`config.mk`:
```
export PLATFORM = sky130hd
export DESIGN_NAME = hazard_forward_unit_flat
export DESIGN_NICKNAME = d
export VERILOG_FILES = /design/src/rtl/pipe_pkg.sv /design/src/rtl/hazard_forward_unit_if.sv /design/src/rtl/hazard_forward_unit_match.sv /design/src/rtl/hazard_forward_unit.sv /design/src/flat_wrapper.sv
export SDC_FILE = /design/constraint.sdc
export NUM_CORES = 1
export LEC_CHECK = 0
export CELL_PAD_IN_SITES_DETAIL_PLACEMENT = 1
export CELL_PAD_IN_SITES_GLOBAL_PLACEMENT = 2
export CORE_MARGIN = 1
export CORE_UTILIZATION = 31
export CTS_BUF_LIST = sky130_fd_sc_hd__clkbuf_4 sky130_fd_sc_hd__clkbuf_8 sky130_fd_sc_hd__clkbuf_16
export CTS_CLUSTER_SIZE = 40
export DETAILED_ROUTE_END_ITERATION = 10
export GPL_TIMING_DRIVEN = 0
export PLACE_DENSITY = 0.85
export SLEW_MARGIN = 20
export SYNTH_ARGS = -nofsm -noshare
export SYNTH_HDL_FRONTEND = slang
export SYNTH_HIERARCHICAL = 1
export SYNTH_SLANG_ARGS = --single-unit
```
`constraint.sdc`:
```
create_clock -name clk_i -period 3.8 [get_ports clk_i]
set_input_delay 0.57 -clock clk_i [delete_from_list [all_inputs] [get_ports clk_i]]
set_output_delay 0.57 -clock clk_i [all_outputs]
set_load 0.02 [all_outputs]
```
`src/rtl/pipe_pkg.sv`:
```
// Shared pipeline types for the hazard/forwarding unit: shadow-entry layout
// and the forwarding-select width helper used by the EX operand muxes.
package pipe_pkg;

    localparam int REG_AW = 5;

    typedef struct packed {
        logic              valid;
        logic [REG_AW-1:0] rd;
        logic              regwrite;
        logic              memread;
    } hz_entry_t;

    function automatic int fwd_sel_w(input int depth);
        return $clog2(depth + 1);
    endfunction

endpackage

```
`src/rtl/hazard_forward_unit_if.sv`:
```
// ID-stage view of the instruction being decoded plus the branch flush, as
// seen by the hazard/forwarding unit.
interface hazard_forward_unit_if #(
    parameter int REG_AW = 5
);
    logic              id_valid;
    logic [REG_AW-1:0] id_rs1;
    logic [REG_AW-1:0] id_rs2;
    logic              id_rs1_used;
    logic              id_rs2_used;
    logic [REG_AW-1:0] id_rd;
    logic              id_regwrite;
    logic              id_memread;
    logic              flush;

    modport master (
        output id_valid, id_rs1, id_rs2, id_rs1_used, id_rs2_used,
        output id_rd, id_regwrite, id_memread, flush
    );

    modport slave (
        input id_valid, id_rs1, id_rs2, id_rs1_used, id_rs2_used,
        input id_rd, id_regwrite, id_memread, flush
    );
endinterface

```
`src/rtl/hazard_forward_unit_match.sv`:
```
// Compares one source register against every shadow entry; reports the
// youngest producer position and whether any load producer is still too young.
module hz_match
    import pipe_pkg::*;
#(
    parameter int FWD_DEPTH  = 2,
    parameter int LOAD_READY = 2
) (
    input  hz_entry_t                         ent_i [FWD_DEPTH],
    input  logic [REG_AW-1:0]                 rs_i,
    input  logic                              used_i,
    output logic [fwd_sel_w(FWD_DEPTH)-1:0]   sel_o,
    output logic                              load_stall_o
);
    localparam int SEL_W = fwd_sel_w(FWD_DEPTH);

    // Walk oldest to youngest so the youngest match is the one left in sel_o.
    always_comb begin
        sel_o        = '0;
        load_stall_o = 1'b0;
        for (int j = FWD_DEPTH - 1; j >= 0; j--) begin
            if (ent_i[j].valid && ent_i[j].regwrite && used_i &&
                (ent_i[j].rd == rs_i) && (rs_i != '0)) begin
                sel_o = SEL_W'(j + 1);
                if (ent_i[j].memread && ((j + 1) < LOAD_READY)) begin
                    load_stall_o = 1'b1;
                end
            end
        end
    end

endmodule

```
`src/rtl/hazard_forward_unit.sv`:
```
// Load-use stall, registered operand-forwarding select and flush unit for the
// 5-stage pipeline; shadows the destination fields of in-flight instructions.
module hazard_forward_unit #(
    parameter int REG_AW     = pipe_pkg::REG_AW,
    parameter int FWD_DEPTH  = 2,
    parameter int LOAD_READY = 2,
    parameter int CNT_W      = 32
) (
    input  logic                                       clk_i,
    input  logic                                       rst_i,
    hazard_forward_unit_if.slave                       id_i,
    output logic                                       stall_o,
    output logic                                       pc_write_o,
    output logic                                       ifid_write_o,
    output logic                                       bubble_o,
    output logic [pipe_pkg::fwd_sel_w(FWD_DEPTH)-1:0]  fwd_a_sel_o,
    output logic [pipe_pkg::fwd_sel_w(FWD_DEPTH)-1:0]  fwd_b_sel_o,
    output logic [CNT_W-1:0]                           stall_cnt_o
);
    localparam int SEL_W = pipe_pkg::fwd_sel_w(FWD_DEPTH);

    // Entry rd width comes from pipe_pkg::REG_AW; keep REG_AW at that value.
    pipe_pkg::hz_entry_t ent_q [FWD_DEPTH];
    pipe_pkg::hz_entry_t ent_d [FWD_DEPTH];

    logic [SEL_W-1:0] young_a, young_b;
    logic             ld_a, ld_b;
    logic [SEL_W-1:0] sel_a_d, sel_a_q, sel_b_d, sel_b_q;
    logic [CNT_W-1:0] cnt_d, cnt_q;

    hz_match #(.FWD_DEPTH(FWD_DEPTH), .LOAD_READY(LOAD_READY)) u_match_a (
        .ent_i        (ent_q),
        .rs_i         (id_i.id_rs1),
        .used_i       (id_i.id_rs1_used),
        .sel_o        (young_a),
        .load_stall_o (ld_a)
    );

    hz_match #(.FWD_DEPTH(FWD_DEPTH), .LOAD_READY(LOAD_READY)) u_match_b (
        .ent_i        (ent_q),
        .rs_i         (id_i.id_rs2),
        .used_i       (id_i.id_rs2_used),
        .sel_o        (young_b),
        .load_stall_o (ld_b)
    );

    assign stall_o      = id_i.id_valid & ~id_i.flush & (ld_a | ld_b);
    assign pc_write_o   = ~stall_o;
    assign ifid_write_o = ~stall_o;
    assign bubble_o     = stall_o | id_i.flush;

    always_comb begin
        ent_d[0] = '0;
        if (id_i.id_valid && !stall_o && !id_i.flush) begin
            ent_d[0].valid    = 1'b1;
            ent_d[0].rd       = id_i.id_rd;
            ent_d[0].regwrite = id_i.id_regwrite;
            ent_d[0].memread  = id_i.id_memread;
        end
        for (int j = 1; j < FWD_DEPTH; j++) begin
            ent_d[j] = ent_q[j-1];
        end

        // A bubble enters EX on stall or flush, so nothing is forwarded to it.
        sel_a_d = bubble_o ? '0 : young_a;
        sel_b_d = bubble_o ? '0 : young_b;

        cnt_d = cnt_q;
        if (stall_o && (cnt_q != '1)) begin
            cnt_d = cnt_q + 1'b1;
        end
    end

    always_ff @(posedge clk_i) begin
        if (rst_i) begin
            for (int j = 0; j < FWD_DEPTH; j++) begin
                ent_q[j] <= '0;
            end
            sel_a_q <= '0;
            sel_b_q <= '0;
            cnt_q   <= '0;
        end else begin
            for (int j = 0; j < FWD_DEPTH; j++) begin
                ent_q[j] <= ent_d[j];
            end
            sel_a_q <= sel_a_d;
            sel_b_q <= sel_b_d;
            cnt_q   <= cnt_d;
        end
    end

    assign fwd_a_sel_o = sel_a_q;
    assign fwd_b_sel_o = sel_b_q;
    assign stall_cnt_o = cnt_q;

endmodule

```
`src/flat_wrapper.sv`:
```
// flat-port wrapper written by rule: the top's interface ports become plain ports
module hazard_forward_unit_flat 
#(
    parameter int REG_AW     = pipe_pkg::REG_AW,
    parameter int FWD_DEPTH  = 2,
    parameter int LOAD_READY = 2,
    parameter int CNT_W      = 32
)
  (clk_i, rst_i, stall_o, pc_write_o, ifid_write_o, bubble_o, fwd_a_sel_o, fwd_b_sel_o, stall_cnt_o, id_i_id_valid, id_i_id_rs1, id_i_id_rs2, id_i_id_rs1_used, id_i_id_rs2_used, id_i_id_rd, id_i_id_regwrite, id_i_id_memread, id_i_flush);
  hazard_forward_unit_if #(.REG_AW(REG_AW)) id_i_i ();
  input  logic clk_i;
  input  logic rst_i;
  output logic stall_o;
  output logic pc_write_o;
  output logic ifid_write_o;
  output logic bubble_o;
  output logic [pipe_pkg::fwd_sel_w(FWD_DEPTH)-1:0] fwd_a_sel_o;
  output logic [pipe_pkg::fwd_sel_w(FWD_DEPTH)-1:0] fwd_b_sel_o;
  output logic [CNT_W-1:0] stall_cnt_o;
  input wire logic [$bits(id_i_i.id_valid)-1:0] id_i_id_valid;
  input wire logic [$bits(id_i_i.id_rs1)-1:0] id_i_id_rs1;
  input wire logic [$bits(id_i_i.id_rs2)-1:0] id_i_id_rs2;
  input wire logic [$bits(id_i_i.id_rs1_used)-1:0] id_i_id_rs1_used;
  input wire logic [$bits(id_i_i.id_rs2_used)-1:0] id_i_id_rs2_used;
  input wire logic [$bits(id_i_i.id_rd)-1:0] id_i_id_rd;
  input wire logic [$bits(id_i_i.id_regwrite)-1:0] id_i_id_regwrite;
  input wire logic [$bits(id_i_i.id_memread)-1:0] id_i_id_memread;
  input wire logic [$bits(id_i_i.flush)-1:0] id_i_flush;
  assign id_i_i.id_valid = id_i_id_valid;
  assign id_i_i.id_rs1 = id_i_id_rs1;
  assign id_i_i.id_rs2 = id_i_id_rs2;
  assign id_i_i.id_rs1_used = id_i_id_rs1_used;
  assign id_i_i.id_rs2_used = id_i_id_rs2_used;
  assign id_i_i.id_rd = id_i_id_rd;
  assign id_i_i.id_regwrite = id_i_id_regwrite;
  assign id_i_i.id_memread = id_i_id_memread;
  assign id_i_i.flush = id_i_flush;
  hazard_forward_unit #(.REG_AW(REG_AW), .FWD_DEPTH(FWD_DEPTH), .LOAD_READY(LOAD_READY), .CNT_W(CNT_W)) u_core (.clk_i(clk_i), .rst_i(rst_i), .id_i(id_i_i), .stall_o(stall_o), .pc_write_o(pc_write_o), .ifid_write_o(ifid_write_o), .bubble_o(bubble_o), .fwd_a_sel_o(fwd_a_sel_o), .fwd_b_sel_o(fwd_b_sel_o), .stall_cnt_o(stall_cnt_o));
endmodule
```
==> results.toml, run 1 <==
[run_status]
status = "completed"

[placed_design]
hpwlAfterDp_mm = 5.23
pre_cts_ws_ns = -0.237
port_buffers = 61
globalplace.congestion = 0.784
dpl.cell_count = 443
placed_area_um2 = 3240

[hold_path]
hold_end = "u_core/ent_q[7]"
min-delay-start = "u_core/ent_d[7]"
hold_class = "flip-flop to flip-flop"
min_path_cells = 1

[cells_and_area]
n_antenna_cell = 0
finalNonFillerCells = 451
final_common_cell = "clkdlybuf4s50_1"
final_cell_mix = "clkdlybuf4s50_1, dfxtp_1, a21oi_1, or3_1, o21ai_0"
final_nets = 372
final_area_um2 = 3380
drive_gt1_share_pct = 11.7
syn2layout_area_growth_pct = 34.8
nFillCells = 920

[synthesis]
ys_warn_count = 6
syn_inst = 280
syn-num-nets = 304
synth_area_um2 = 2510
avgSynthCellArea_um2 = 8.95

[route]
wl_mm = 6.98
wl_met3_um = 262
first_iter_violations = 49
met2WireLength_mm = 3.58
drcViolationCount = 0
vias = 2347
wl_per_cell_um = 15.5
ant_nets = 0
viasPerCell = 5.20
firstDrtPassIters = 4
top_layer = "met4"
met1_length_mm = 3.06

[setup_path]
reg2reg_from = "u_core/ent_d[2]"
r2r_setup_slack_ns = 1.06
cp-startpoint = "id_i_id_rs2[1]"
crit_required_ns = 3.23
crit_type = "primary input to primary output"
crit_fanout = 6
cp-start-kind = "primary input"
reg2reg_depth = 9
reg2reg_to = "u_core/stall_cnt_o[31]"
endpoint_kind = "primary output"
arrival_ns = 2.93

[floorplanning]
fp.coreArea_um2 = 7770
io_pins = 63
start_util_pct = 32.3
row_count = 32
die_area_um2 = 8450
die_w_um = 91.9
die_h_um = 91.9

[global_route]
grtUsageTotal_pct = 17.6
grt_pass1_vias = 2410
grt_pass1_wl_mm = 11.8
grt-ovfl-total = 0
antenna_found_initial = 0
grt_max_degree = 16

[timing]
layout_setup_ws_ns = 0.303
finalSetupViolations = 0
fin_hold_ws_ns = 0.492
finalHoldViolations = 0
drv_slew = 0
period_needed_ns = 3.50
period_share_pct = 92.0
rsz0062_at_grt = "no"
max_freq_mhz = 286
skew_ns = 0.00396
slew_headroom_pct = 34.1
tightest_slew_ns = 0.979

[clocking]
numCtsBuffers = 5
tritoncts = "yes"
clkTransAtPathRegs_ns = 0.09
clk_latency_ns = 0.31
post-cts-setup-buffer-count = 0
clock-sinks = 51
clk_path_buf_depth = 2
h-tree-depth = 2
root_buffer = "clkbuf_8"
cts_hold_buf = 0
cts_resized = 5

[flow_run]
cap_viol_max_count = 0

[pwr]
p_leak_nw = 1.07
peakVddDrop_uv = 128
finalPower_mw = 1.01
powerDensity_nw_per_um2 = 298
-- cell type report --
class | instances | area, um2 | area share, %
Timing Repair Buffer | 61 | 613 | 18.1
Multi-Input combinational cell | 213 | 1400 | 41.4
Clock buffer | 6 | 82.6 | 2.44
Sequential cell | 51 | 1020 | 30.2
Buffer | 11 | 80.1 | 2.37
Tap cell | 102 | 128 | 3.78
Inverter | 5 | 21.3 | 0.629
Clock inverter | 2 | 35.0 | 1.04
-- routing by layer --
metal	vias to the layer above	GRT usage, %
met5	-	0
met3	7	3.15
met1	1145	21.0
li1	1152	-
met4	0	5.08
met2	43	32.2
-- worst max-delay path by stage --
stage | end | slack, ns | cells past startpoint
final | stall_o | 0.30 | 8
after global routing | stall_o | 0.19 | 8
after CTS | bubble_o | 0.04 | 10
after detailed placement | bubble_o | -0.24 | 10
after global placement | bubble_o | -0.23 | 10
after floorplan | u_core/stall_cnt_o[8] | 0.91 | 9
-- worst max-delay path, stage by stage --
cell and delay (ns):
clkdlybuf4s50_1 0.48, or4_4 0.57, o21ai_4 0.17, nor3_2 0.08, and2_1 0.20, nor2_4 0.20, nor2_4 0.09, clkdlybuf4s50_1 0.56
-- state kept, by name (all words and copies together) (netlist names) --
register and count:
u_core/ent_d 8, u_core/ent_q 7, u_core/fwd_a_sel_o 2, u_core/fwd_b_sel_o 2, u_core/stall_cnt_o 32
-- through the flow --
step	setup TNS, ns	utilization [%]
floorplan	0	-
global placement	-0.541	41.8
detailed placement	-0.605	41.8
CTS	0	43.4
global route	0	43.5
finish	0	43.5
-- power breakdown --
group          switching, mW  internal (mW)  total (mW)  leakage [nW]
combinational         0.0293         0.0362      0.0655         0.602
clock                  0.187          0.213       0.401        0.0612
sequential           0.00329          0.538       0.541         0.412
Power figures use the tool's default switching activity.
==> inputs of run 2 (changes only) <==
--- a/config.mk
+++ b/config.mk
@@ -8,12 +8,12 @@
 export CELL_PAD_IN_SITES_DETAIL_PLACEMENT = 1
 export CELL_PAD_IN_SITES_GLOBAL_PLACEMENT = 2
 export CORE_MARGIN = 1
-export CORE_UTILIZATION = 31
+export CORE_UTILIZATION = 29
 export CTS_BUF_LIST = sky130_fd_sc_hd__clkbuf_4 sky130_fd_sc_hd__clkbuf_8 sky130_fd_sc_hd__clkbuf_16
 export CTS_CLUSTER_SIZE = 40
 export DETAILED_ROUTE_END_ITERATION = 10
 export GPL_TIMING_DRIVEN = 0
-export PLACE_DENSITY = 0.85
+export PLACE_DENSITY = 0.8
 export SLEW_MARGIN = 20
 export SYNTH_ARGS = -nofsm -noshare
 export SYNTH_HDL_FRONTEND = slang
==> constraint.sdc (replaced) <==
create_clock -name clk_i -period 3.6 [get_ports clk_i]
set_input_delay 0.54 -clock clk_i [delete_from_list [all_inputs] [get_ports clk_i]]
set_output_delay 0.54 -clock clk_i [all_outputs]
set_load 0.02 [all_outputs]
==> results.toml, run 2 (same netlist as run 1, synthesis figures left out) <==
[run_status]
status = "completed"

[placed_design]
hpwlAfterDp_mm = 5.24
globalplace.congestion = 0.808
port_buffers = 61

[route]
drcViolationCount = 0
firstDrtPassIters = 4
viasPerCell = 5.09
wl_mm = 6.80
first_iter_violations = 44
vias = 2311
wl_per_cell_um = 15.0
ant_nets = 0

[setup_path]
reg2reg_depth = 9
crit_fanout = 11
crit_required_ns = 3.06
endpoint_kind = "primary output"
cp-start-kind = "primary input"
crit_type = "primary input to primary output"
arrival_ns = 2.90

[global_route]
grt-ovfl-total = 0
grt_pass1_vias = 2285
grt_max_degree = 15
antenna_found_initial = 0
grtUsageTotal_pct = 16.0
grt_pass1_wl_mm = 11.1

[floorplanning]
start_util_pct = 30.2
fp.coreArea_um2 = 8300
row_count = 33
io_pins = 63
die_w_um = 95.0
die_area_um2 = 9020
die_h_um = 95.0

[cells_and_area]
final_nets = 372
nFillCells = 978
n_antenna_cell = 0
drive_gt1_share_pct = 11.5
final_cell_mix = "clkdlybuf4s50_1, dfxtp_1, a21oi_1, or3_1, o21ai_0"
syn2layout_area_growth_pct = 34.1
final_common_cell = "clkdlybuf4s50_1"
largest_reg_flops = 32

[timing]
finalSetupViolations = 0
period_needed_ns = 3.44
period_share_pct = 95.6
slew_headroom_pct = 39.9
rsz0062_at_grt = "no"
tightest_slew_ns = 0.893
max_freq_mhz = 291
setup_tns_ns = 0
finalHoldViolations = 0
fin_hold_ws_ns = 0.489
skew_ns = 0.0112
drv_slew = 0

[hold_path]
min_path_cells = 1
hold_class = "flip-flop to flip-flop"

[clocking]
clk_path_buf_depth = 2
clkTransAtPathRegs_ns = 0.08
numCtsBuffers = 5
clk_latency_ns = 0.31
root_buffer = "clkbuf_8"
h-tree-depth = 2
tritoncts = "yes"
post-cts-setup-buffer-count = 0
clock-sinks = 51

[pwr]
peakVddDrop_uv = 167
powerDensity_nw_per_um2 = 301
p_leak_nw = 1.06

[flow_run]
cap_viol_max_count = 0
run 2: cell count changes in the layout (fill, tap and decap cells not counted), sizes merged:
cell          before  now
buf                8    7
bufinv             1    0
clkbuf            10   12
dlygate4sd2        0    3
dlymetal6s2s       2    0
inv                5    4
run 2: path summary, 6_finish.rpt:
| kind | startpoint | endpoint | slack (ns) |
|---|---|---|---|
| max | id_i_id_rs2[1] | pc_write_o | 0.16 |
| min | u_core/ent_d[7] | u_core/ent_q[7] | 0.49 |
| max reg2reg | u_core/ent_d[3] | u_core/stall_cnt_o[31] | 0.85 |
| min reg2reg | u_core/ent_d[7] | u_core/ent_q[7] | 0.49 |
run 2: where the power goes:
| group | switching (mW) | internal, mW | leakage, nW | total, mW |
|---|---|---|---|---|
| clock network | 0.188 | 0.183 | 0.0549 | 0.372 |
| registers | 0.00342 | 0.568 | 0.412 | 0.571 |
| logic | 0.0308 | 0.0379 | 0.589 | 0.0687 |
| total | 0.223 | 0.789 | 1.06 | 1.01 |
run 2: layer usage:
| metal | GRT usage (%) | wire [um] | vias up |
|---|---|---|---|
| met3 | 3.46 | 255 | 5 |
| met4 | 4.92 | 82 | 0 |
| met2 | 28.6 | 3350 | 34 |
| li1 | - | - | 1148 |
| met1 | 18.8 | 3120 | 1124 |
| met5 | 0 | 0 | - |
run 2: metrics by stage:
stage                     util [%]  area [um2]  cells  power [mW]  setup slack [ns]
after detailed placement      39.1        3250    446       0.655            -0.412
after CTS                     40.5        3360    454        1.03             0.137
after global routing          40.5        3360    454        1.05            0.0197
final                         40.5        3360    454        1.01             0.158
after global placement        39.1        3250    446       0.653            -0.385
after floorplan                  -        2510    280       0.615             0.741
run 2: cell type report:
class	instances	area, um2	area share (%)
inverter	5	20.0	0.595
timing repair buffer	61	607	18.0
sequential	51	1020	30.4
buffer	11	80.1	2.38
multi-input combinational	213	1400	41.6
tap	105	131	3.91
clock buffer	8	104	3.09
run 2: timing repair:
action / CTS / global route
resized for setup: 7 / 0
hold buffers: 0 / 0
setup endpoints to repair: 3 / 0
run 2: worst max-delay path: stages:
cell and delay (ns):
clkdlybuf4s50_1 0.48, or4_4 0.58, o21ai_4 0.17, nor3_2 0.08, and2_1 0.20, nor2_4 0.19, nor2_4 0.09, clkinv_2 0.15
buf_4 0.12, dlygate4sd2_1 0.31
==> inputs of run 3 (changes only) <==
--- a/config.mk
+++ b/config.mk
@@ -14,7 +14,6 @@
 export DETAILED_ROUTE_END_ITERATION = 10
 export GPL_TIMING_DRIVEN = 0
 export PLACE_DENSITY = 0.8
-export SLEW_MARGIN = 20
 export SYNTH_ARGS = -nofsm -noshare
 export SYNTH_HDL_FRONTEND = slang
 export SYNTH_HIERARCHICAL = 1
==> results of run 3 <==
The final DEF is identical to that of run 2; final timing and power are the same.
